[src/rtl/ntt_pkg.sv]
// Shared constants and types for the NTT coefficient path.
// Widths, BRAM geometry and the loader state encoding.
package ntt_pkg;
   localparam int CW    = 32;
   localparam int DW    = 128;
   localparam int WL    = 512;
   localparam int LANES = DW / CW;
   localparam int LNW   = $clog2(LANES);
   localparam int LW    = $clog2(WL);
   localparam int AW    = 13;

   localparam logic [LANES-1:0] WE_ALL = 4'hF;

   typedef enum logic [1:0] {
      IDLE,
      LOAD,
      FLUSH,
      DONE
   } ld_state_e;
endpackage

[src/rtl/ntt_lane_packer.sv]
// Four-lane coefficient packer: inserts one word per accept,
// exposes the line including the incoming word, zero-clears.
module ntt_lane_packer
   import ntt_pkg::*;
(
   input  logic          CLK,
   input  logic          RSTN,
   input  logic          clr,
   input  logic          ins,
   input  logic [CW-1:0] din,
   output logic [DW-1:0] line,
   output logic          full
);

   logic [DW-1:0]  pend_q;
   logic [LNW-1:0] lane_q;

   // held lanes with the incoming word dropped into the current lane
   always_comb begin
      line = pend_q;
      for (int i = 0; i < LANES; i++) begin
         if (lane_q == LNW'(i)) line[i*CW +: CW] = din;
      end
   end

   assign full = (lane_q == LNW'(LANES - 1));

   // insert a word, or clear once the line is handed off
   always_ff @(posedge CLK or negedge RSTN) begin
      if (!RSTN) begin
         pend_q <= '0;
         lane_q <= '0;
      end else if (clr || (ins && full)) begin
         pend_q <= '0;
         lane_q <= '0;
      end else if (ins) begin
         pend_q <= line;
         lane_q <= lane_q + LNW'(1);
      end
   end

endmodule

[src/rtl/ntt_coef_loader.sv]
// AXI-Stream to coefficient-BRAM loader: packs four words per
// line and writes each line at (base + idx) mod WL, shifted by 2.
module ntt_coef_loader
   import ntt_pkg::*;
#(
   parameter int N_COEF = 256
) (
   input  logic          CLK,
   input  logic          RSTN,
   input  logic          start,
   input  logic [LW-1:0] base_line,
   input  logic [CW-1:0] s_tdata,
   input  logic          s_tvalid,
   output logic          s_tready,
   input  logic          s_tlast,
   output logic          bram_en,
   output logic [3:0]    bram_we,
   output logic [AW-1:0] bram_a,
   output logic [DW-1:0] bram_di,
   output logic          busy,
   output logic          done,
   output logic          err_tlast
);

   localparam int CNW = $clog2(N_COEF);
   localparam logic [CNW-1:0] LAST = CNW'(N_COEF - 1);

   ld_state_e      state_q;
   ld_state_e      state_d;
   logic [LW-1:0]  base_q;
   logic [LW-1:0]  line_q;
   logic [CNW-1:0] cnt_q;
   logic [LW-1:0]  addr;
   logic [DW-1:0]  line_w;
   logic           full;
   logic           go;
   logic           acc;
   logic           last;
   logic           term;
   logic           wr;

   assign go   = start && (state_q == IDLE);
   assign acc  = s_tvalid && (state_q == LOAD);
   assign last = (cnt_q == LAST);
   assign term = acc && (last || s_tlast);
   assign wr   = acc && (full || last || s_tlast);
   assign addr = base_q + line_q;

   assign s_tready = (state_q == LOAD);
   assign busy     = (state_q == LOAD) || (state_q == FLUSH);
   assign done     = (state_q == DONE);

   ntt_lane_packer u_pack (
      .CLK  (CLK),
      .RSTN (RSTN),
      .clr  (go || term),
      .ins  (acc),
      .din  (s_tdata),
      .line (line_w),
      .full (full)
   );

   // state register
   always_ff @(posedge CLK or negedge RSTN) begin
      if (!RSTN) state_q <= IDLE;
      else       state_q <= state_d;
   end

   // next-state: launch, run to terminating word, flush, pulse done
   always_comb begin
      state_d = state_q;
      unique case (state_q)
         IDLE:    if (start) state_d = LOAD;
         LOAD:    if (term) state_d = FLUSH;
         FLUSH:   state_d = DONE;
         DONE:    state_d = IDLE;
         default: state_d = IDLE;
      endcase
   end

   // launch capture, coefficient and line counters
   always_ff @(posedge CLK or negedge RSTN) begin
      if (!RSTN) begin
         base_q <= '0;
         line_q <= '0;
         cnt_q  <= '0;
      end else if (go) begin
         base_q <= base_line;
         line_q <= '0;
         cnt_q  <= '0;
      end else if (acc) begin
         cnt_q <= cnt_q + CNW'(1);
         if (wr) line_q <= line_q + LW'(1);
      end
   end

   // sticky tlast mismatch, cleared by a new launch
   always_ff @(posedge CLK or negedge RSTN) begin
      if (!RSTN)                     err_tlast <= 1'b0;
      else if (go)                   err_tlast <= 1'b0;
      else if (acc && (last != s_tlast)) err_tlast <= 1'b1;
   end

   // registered BRAM write port, one strobe per formed line
   always_ff @(posedge CLK or negedge RSTN) begin
      if (!RSTN) begin
         bram_en <= 1'b0;
         bram_we <= '0;
         bram_a  <= '0;
         bram_di <= '0;
      end else begin
         bram_en <= wr;
         bram_we <= wr ? WE_ALL : '0;
         if (wr) begin
            bram_a  <= AW'({addr, 2'b00});
            bram_di <= line_w;
         end
      end
   end

endmodule
[config.mk]
export PLATFORM = sky130hd
export DESIGN_NAME = ntt_coef_loader
export DESIGN_NICKNAME = d
export VERILOG_FILES = /design/src/rtl/ntt_pkg.sv /design/src/rtl/ntt_lane_packer.sv /design/src/rtl/ntt_coef_loader.sv
export SDC_FILE = /design/constraint.sdc
export NUM_CORES = 1
export LEC_CHECK = 0
export CORE_ASPECT_RATIO = 0.8
export CORE_MARGIN = 2
export CORE_UTILIZATION = 45
export CTS_CLUSTER_DIAMETER = 200
export DETAILED_ROUTE_END_ITERATION = 10
export PLACE_DENSITY = 0.72
export SLEW_MARGIN = 20
export SYNTH_ARGS = -nofsm -noshare
export SYNTH_HDL_FRONTEND = slang
export SYNTH_HIERARCHICAL = 1
export SYNTH_SLANG_ARGS = --single-unit
[constraint.sdc]
create_clock -name CLK -period 2.88 [get_ports CLK]
set_clock_uncertainty 0.1 [all_clocks]
set_input_delay 0.576 -clock CLK [delete_from_list [all_inputs] [get_ports CLK]]
set_output_delay 0.576 -clock CLK [all_outputs]
set_load 0.02 [all_outputs]
==> results of run 1 <==
metrics by stage:
| stage | util (%) | hold slack, ns | area (sq um) |
|---|---|---|---|
| 6_report | 55.5 | 0.379 | 19400 |
| 5_1_grt | 55.5 | 0.389 | 19400 |
| 4_1_cts | 55.5 | 0.383 | 19400 |
| 3_5_place_dp | 52.4 | 0.363 | 18300 |
| 3_3_place_gp | 52.4 | 0.361 | 18300 |
| 2_1_floorplan | - | 0.180 | 16100 |
power breakdown:
group / switching [W] / total, W / internal, W
Clock: 0.00172 / 0.00427 / 0.00254
Combinational: 0.00433 / 0.00857 / 0.00424
Sequential: 0.000908 / 0.00630 / 0.00539
cell usage after synthesis, types with 2 or more instances:
cell type	instances	area (sq um)
dfrtp_1	297	7430
mux2_2	138	1550
nand2b_1	101	632
nand3_1	88	440
mux2_4	80	1200
a221oi_2	79	1190
a21bo_1	78	781
nand2_1	61	229
buf_2	53	265
and2_1	33	206
clkbuf_1	27	101
inv_1	24	90.1
mux2_1	23	259
buf_4	22	165
a21oi_1	20	100
ha_1	20	250
o21ai_1	19	95.1
o21ai_0	18	90.1
o32ai_2	10	163
buf_12	9	180
nor2_1	7	26.3
o31ai_1	7	52.6
o32ai_1	7	61.3
xnor2_1	7	61.3
buf_6	6	67.6
nand4_1	4	25.0
or3_1	4	25.0
nor3_1	3	15.0
xor2_1	3	26.3
a211oi_1	2	15.0
a21boi_0	2	15.0
a21o_1	2	15.0
and3b_1	2	17.5
buf_1	2	7.51
nand3b_1	2	15.0
o311ai_0	2	17.5
or4_1	2	15.0
worst register-to-register path, cell delays in order, from the launching register on:
cell and delay, ns:
dfrtp_1 0.38, ha_1 0.21, and4_4 0.26, nand2_1 0.06
ha_1 0.24, o21ai_4 0.32, buf_12 0.40, nand2b_1 0.29
o32ai_2 0.09
flip-flops by register name, summed over array words and instances, names as in the netlist:
signal	count
cnt_q	8
bram_a	9
bram_di	128
base_q	9
err_tlast	1
bram_we	1
u_pack/pend_q	128
u_pack/lane_q	2
line_q	9
state_q	2
final cells by class:
cell class	instances	area share (%)
clock buffer	50	5.06
clock inverter	8	0.502
inverter	25	0.534
multi-input combinational	846	40.5
sequential	297	38.3
tap	472	3.04
timing repair buffer	225	12.2
what timing repair did:
item,in CTS,in global routing
hold buffers,1,0
resized for setup,0,0
endpoints found under the hold margin,46,0
setup endpoints to repair,0,0
cell families (layout without fill, tap and decap cells):
| family | Yosys count | after routing | share of synthesized area (%) |
|---|---|---|---|
| xor+xnor | 10 | 10 | 0.544 |
| other cells | 1 | 4 | 0.0233 |
| mux | 241 | 241 | 18.7 |
| compound gates | 255 | 255 | 16.6 |
| fa+ha+maj | 21 | 21 | 1.68 |
| flops | 297 | 297 | 46.2 |
| simple gates | 315 | 315 | 10.7 |
| buf+inv | 144 | 308 | 5.49 |
metal layers:
layer / part of all wire, % / up-vias / global-route usage, %
li1: - / 4921 / -
met1: 48 / 5355 / 30.9
met2: 43 / 265 / 30.7
met3: 7.4 / 51 / 6.05
met4: 1.8 / 2 / 4.89
met5: 0.033 / - / 0
path summary, 6_finish.rpt:
path                       cells after the start           endpoint               from  slack (ns)
min reg2reg                                    1  u_pack/pend_q[99]  u_pack/pend_q[99]        0.38
min                                            1  u_pack/pend_q[99]  u_pack/pend_q[99]        0.38
min in group asynchronous                      2        bram_di[89]               RSTN        0.48
max in group asynchronous                      3        bram_di[37]               RSTN        1.36
max reg2reg                                    8  u_pack/pend_q[72]           cnt_q[0]        0.37
max                                            4           s_tready         state_q[1]        0.28
==> flow_summary.json, run 1 <==
{
  "status": "completed",
  "hold_violations": 0,
  "slowest_delay_ns": 0.60,
  "place_ws_ns": 0.0694,
  "dr_total_vias": 10600,
  "layout.nets": 1497,
  "rsz0062_at_grt": "false",
  "avgRoutedWirePerCell_microns": 20.2,
  "crit_type": "reg -> out",
  "fillers": 2843,
  "grtUsageTotal_pct": 21.1,
  "clock-sinks": 297,
  "cp-end-kind": "output port",
  "io_buffers": 191,
  "synth.distinct_cells": 57,
  "finalSetupViolations": 0,
  "critPathBufInv": 3,
  "grt_pass1_wl_mm": 63.2,
  "fp-row-count": 61,
  "clk_pin_slew_ns": 0.06,
  "clock_path_buffers": 3,
  "core_area_sq_um": 35000,
  "p_leak_nw": 8.21,
  "final_common_cell": "dfrtp_1",
  "antennaDiodeCount": 0,
  "hp-class": "reg -> reg",
  "dp_hpwl_mm": 25.2,
  "setup_tns_ns": 0,
  "grt_max_degree": 155,
  "cp-start-kind": "flip-flop",
  "area_growth_syn_to_layout_pct": 20.7,
  "drc": 0,
  "maxSlewHeadroom_pct": 44.4,
  "dieHeight_microns": 173,
  "htreeDepth": 2,
  "finalPower_w": 0.0191,
  "synth_warnings": 6,
  "start_util_pct": 45.9,
  "layout_setup_ws_ns": 0.276,
  "synth_edf_count": 0,
  "final_max_slew_viol_count": 0,
  "maxCapViolCount": 0,
  "layout.cells.non_filler": 1923,
  "ys_seq_area_share_pct": 46.2,
  "drt_iter0_markers": 752,
  "period_minus_slack_ns": 2.60,
  "layout_common_cells": "297 x dfrtp_1, 190 x clkdlybuf4s50_1, 138 x mux2_2",
  "gp_congestion": 0.834,
  "antenna_found_initial": 1,
  "cpLargestDelayFamily": "buffers and inverters",
  "slowest_stage": "clkdlybuf4s50_1",
  "crit_chain": "inv_1, ha_1, buf_4, clkdlybuf4s50_1",
  "fmax_mhz": 384,
  "post-cts-setup-buffer-count": 0,
  "synth_seq_cells": 297,
  "antenna_left": 0,
  "routed_wirelength_mm": 38.9,
  "crit_path_max_fanout": 4,
  "root_buffer": "clkbuf_16",
  "avgSynthCellArea_sq_um": 12.5,
  "cts_tree": "built",
  "routed_via_density": 5.51,
  "clk_latency_ns": 0.51,
  "syn_area_sq_um": 16100,
  "post_route_cells_drive_above_1_share_pct": 27.9,
  "synthCells": 1284,
  "drtPass1Iterations": 6,
  "seq_area_sq_um": 7430,
  "worst_pin_slew_ns": 0.833,
  "grt_overflow": 0,
  "worstPathArrival_ns": 1.93,
  "io_pins": 196,
  "finalCritPeriodShare_pct": 90.4,
  "die_w_microns": 215,
  "cp.required_ns": 2.20,
  "synth_ff_type": "dfrtp_1",
  "dieArea_sq_um": 37300,
  "ir_worst_vdd_v": 0.000496,
  "dp.cells": 1864,
  "cts_buffers": 35,
  "async_reset_ff_share_pct": 100,
  "multi_input_area_sq_um": 7860,
  "power_density_nw_per_um2": 985,
  "grt_pass1_vias": 10900
}
Power figures use the tool's default switching activity.
==> run 2: changes to the inputs <==
Settings changed: CAP_MARGIN set to 10, CTS_CLUSTER_DIAMETER 200 to 50.
==> run 2 against run 1 <==
Clock power rose by 6.8%. Highest routed layer unchanged. Routed wire length rose by 0.26%. Sequential power barely moved. Via count barely moved. Cell area rose by 0.63%. Final cell count rose by 0.26%. Non-clock buffer count did not move. Sequential share of layout area fell by 0.24 points. Clock-buffer cell count rose by 3. Register-to-register slack barely moved. Total power rose by 1.6%.
==> flow_summary.json, run 2 (same netlist as run 1, synthesis figures left out) <==
{
  "grt_overflow": 0,
  "hp-class": "reg -> reg",
  "dieArea_sq_um": 37300,
  "drt_iter0_markers": 674,
  "final_common_cell": "dfrtp_1",
  "cts_tree": "built",
  "area_growth_syn_to_layout_pct": 21.5,
  "rsz0062_at_grt": "false",
  "drtPass1Iterations": 5,
  "maxSlewHeadroom_pct": 43.2,
  "crit_path_max_fanout": 4,
  "setup_tns_ns": 0,
  "place_ws_ns": 0.0694,
  "grt_pass1_vias": 11000,
  "dr_total_vias": 10600,
  "clock-sinks": 297,
  "antennaDiodeCount": 0,
  "fmax_mhz": 379,
  "fp-row-count": 61,
  "root_buffer": "clkbuf_16",
  "htreeDepth": 2,
  "finalCritPeriodShare_pct": 91.6,
  "r2r_start": "cnt_q[0]",
  "avgRoutedWirePerCell_microns": 20.2,
  "drc": 0,
  "gp_congestion": 0.834,
  "post_route_cells_drive_above_1_share_pct": 28.4,
  "reg_top3": "bram_di x128, u_pack/pend_q x128",
  "core_area_sq_um": 35000,
  "maxCapViolCount": 0,
  "power_density_nw_per_um2": 994,
  "p_leak_nw": 8.27,
  "routed_wirelength_mm": 39.0,
  "clk_pin_slew_ns": 0.06,
  "layout_setup_ws_ns": 0.243,
  "grtUsageTotal_pct": 21.1,
  "crit_type": "reg -> out",
  "cp-end-kind": "output port",
  "grt_pass1_wl_mm": 63.4,
  "io_buffers": 191,
  "worstPathArrival_ns": 1.96,
  "ir_worst_vdd_v": 0.000612,
  "layout.nets": 1498,
  "cts_buffers": 36,
  "status": "completed",
  "hold_violations": 0,
  "fillers": 2838,
  "antenna_found_initial": 1,
  "post-cts-setup-buffer-count": 0,
  "clk_latency_ns": 0.53,
  "min_from": "u_pack/pend_q[99]",
  "hold_depth": 1,
  "routed_via_density": 5.49,
  "start_util_pct": 45.9,
  "worst_pin_slew_ns": 0.850,
  "r2r_slack_ns": 0.37,
  "io_pins": 196,
  "dp_hpwl_mm": 25.2,
  "die_w_microns": 215,
  "postCtsResizedCells": 0,
  "period_minus_slack_ns": 2.64,
  "antenna_left": 0,
  "final_max_slew_viol_count": 0,
  "hold_end": "u_pack/pend_q[99]",
  "cp-start-kind": "flip-flop",
  "dieHeight_microns": 173,
  "grt_max_degree": 155,
  "finalSetupViolations": 0,
  "r2r_cells": 8,
  "cp.required_ns": 2.20,
  "layout_common_cells": "297 x dfrtp_1, 190 x clkdlybuf4s50_1, 138 x mux2_2",
  "r2r_end": "u_pack/pend_q[72]",
  "clock_path_buffers": 3
}
==> run 2: cell count changes in the layout (fill, tap and decap cells not counted), sizes merged <==
cell and change:
clkinv +5, clkbuf +3, inv -2, bufinv -1
==> run 2: timing repair <==
item	CTS	global route
setup endpoints to repair	0	0
hold buffers	1	0
hold endpoints to repair	46	0
==> run 2: layout make-up <==
| type | count | area, sq um | share of cell area, % |
|---|---|---|---|
| inverters | 25 | 104 | 0.531 |
| clock inverters | 10 | 105 | 0.538 |
| clock buffers | 53 | 1100 | 5.61 |
| multi-input cells | 846 | 7860 | 40.2 |
| repair buffers | 225 | 2360 | 12.1 |
| well taps | 472 | 591 | 3.02 |
| flip-flops and latches | 297 | 7430 | 38.0 |
==> run 2: metal layers <==
metal	track usage (%)	vias to the layer above	wire, microns
met2	30.9	262	16800
met5	0	-	13
met1	31.0	5345	18800
li1	-	4929	-
met3	6.05	51	2830
met4	4.86	2	585
==> run 2: worst max path at each step <==
stage                             end       start  slack, ns
finish                       s_tready  state_q[1]       0.24
global route                 s_tready  state_q[1]       0.13
CTS                          s_tready  state_q[1]       0.22
detailed placement  u_pack/pend_q[75]     s_tlast       0.07
global placement    u_pack/pend_q[76]     s_tlast       0.08
floorplan           u_pack/pend_q[72]  state_q[1]       0.49
==> run 2: power breakdown <==
group | switching, W | internal [W] | leakage (nW) | total [W]
registers | 0.000909 | 0.00539 | 4.02 | 0.00630
logic | 0.00433 | 0.00424 | 3.66 | 0.00857
clock network | 0.00182 | 0.00274 | 0.593 | 0.00456
total | 0.00706 | 0.0124 | 8.27 | 0.0194
==> run 2: through the flow <==
step                      cells  hold WS (ns)  power [W]  utilization [%]  instance area, sq um
after CTS                  1928         0.383     0.0196             55.8                 19600
final                      1928         0.378     0.0194             55.8                 19600
after floorplan            1287         0.180     0.0120                -                 16100
after global placement     1864         0.361     0.0147             52.4                 18300
after global routing       1928         0.388     0.0205             55.8                 19600
after detailed placement   1864         0.363     0.0149             52.4                 18300
==> run 2: worst max-delay path: stages, from the launching register on <==
cell and delay [ns]:
dfrtp_1 0.40, inv_1 0.12, ha_1 0.18, buf_4 0.12, clkdlybuf4s50_1 0.60
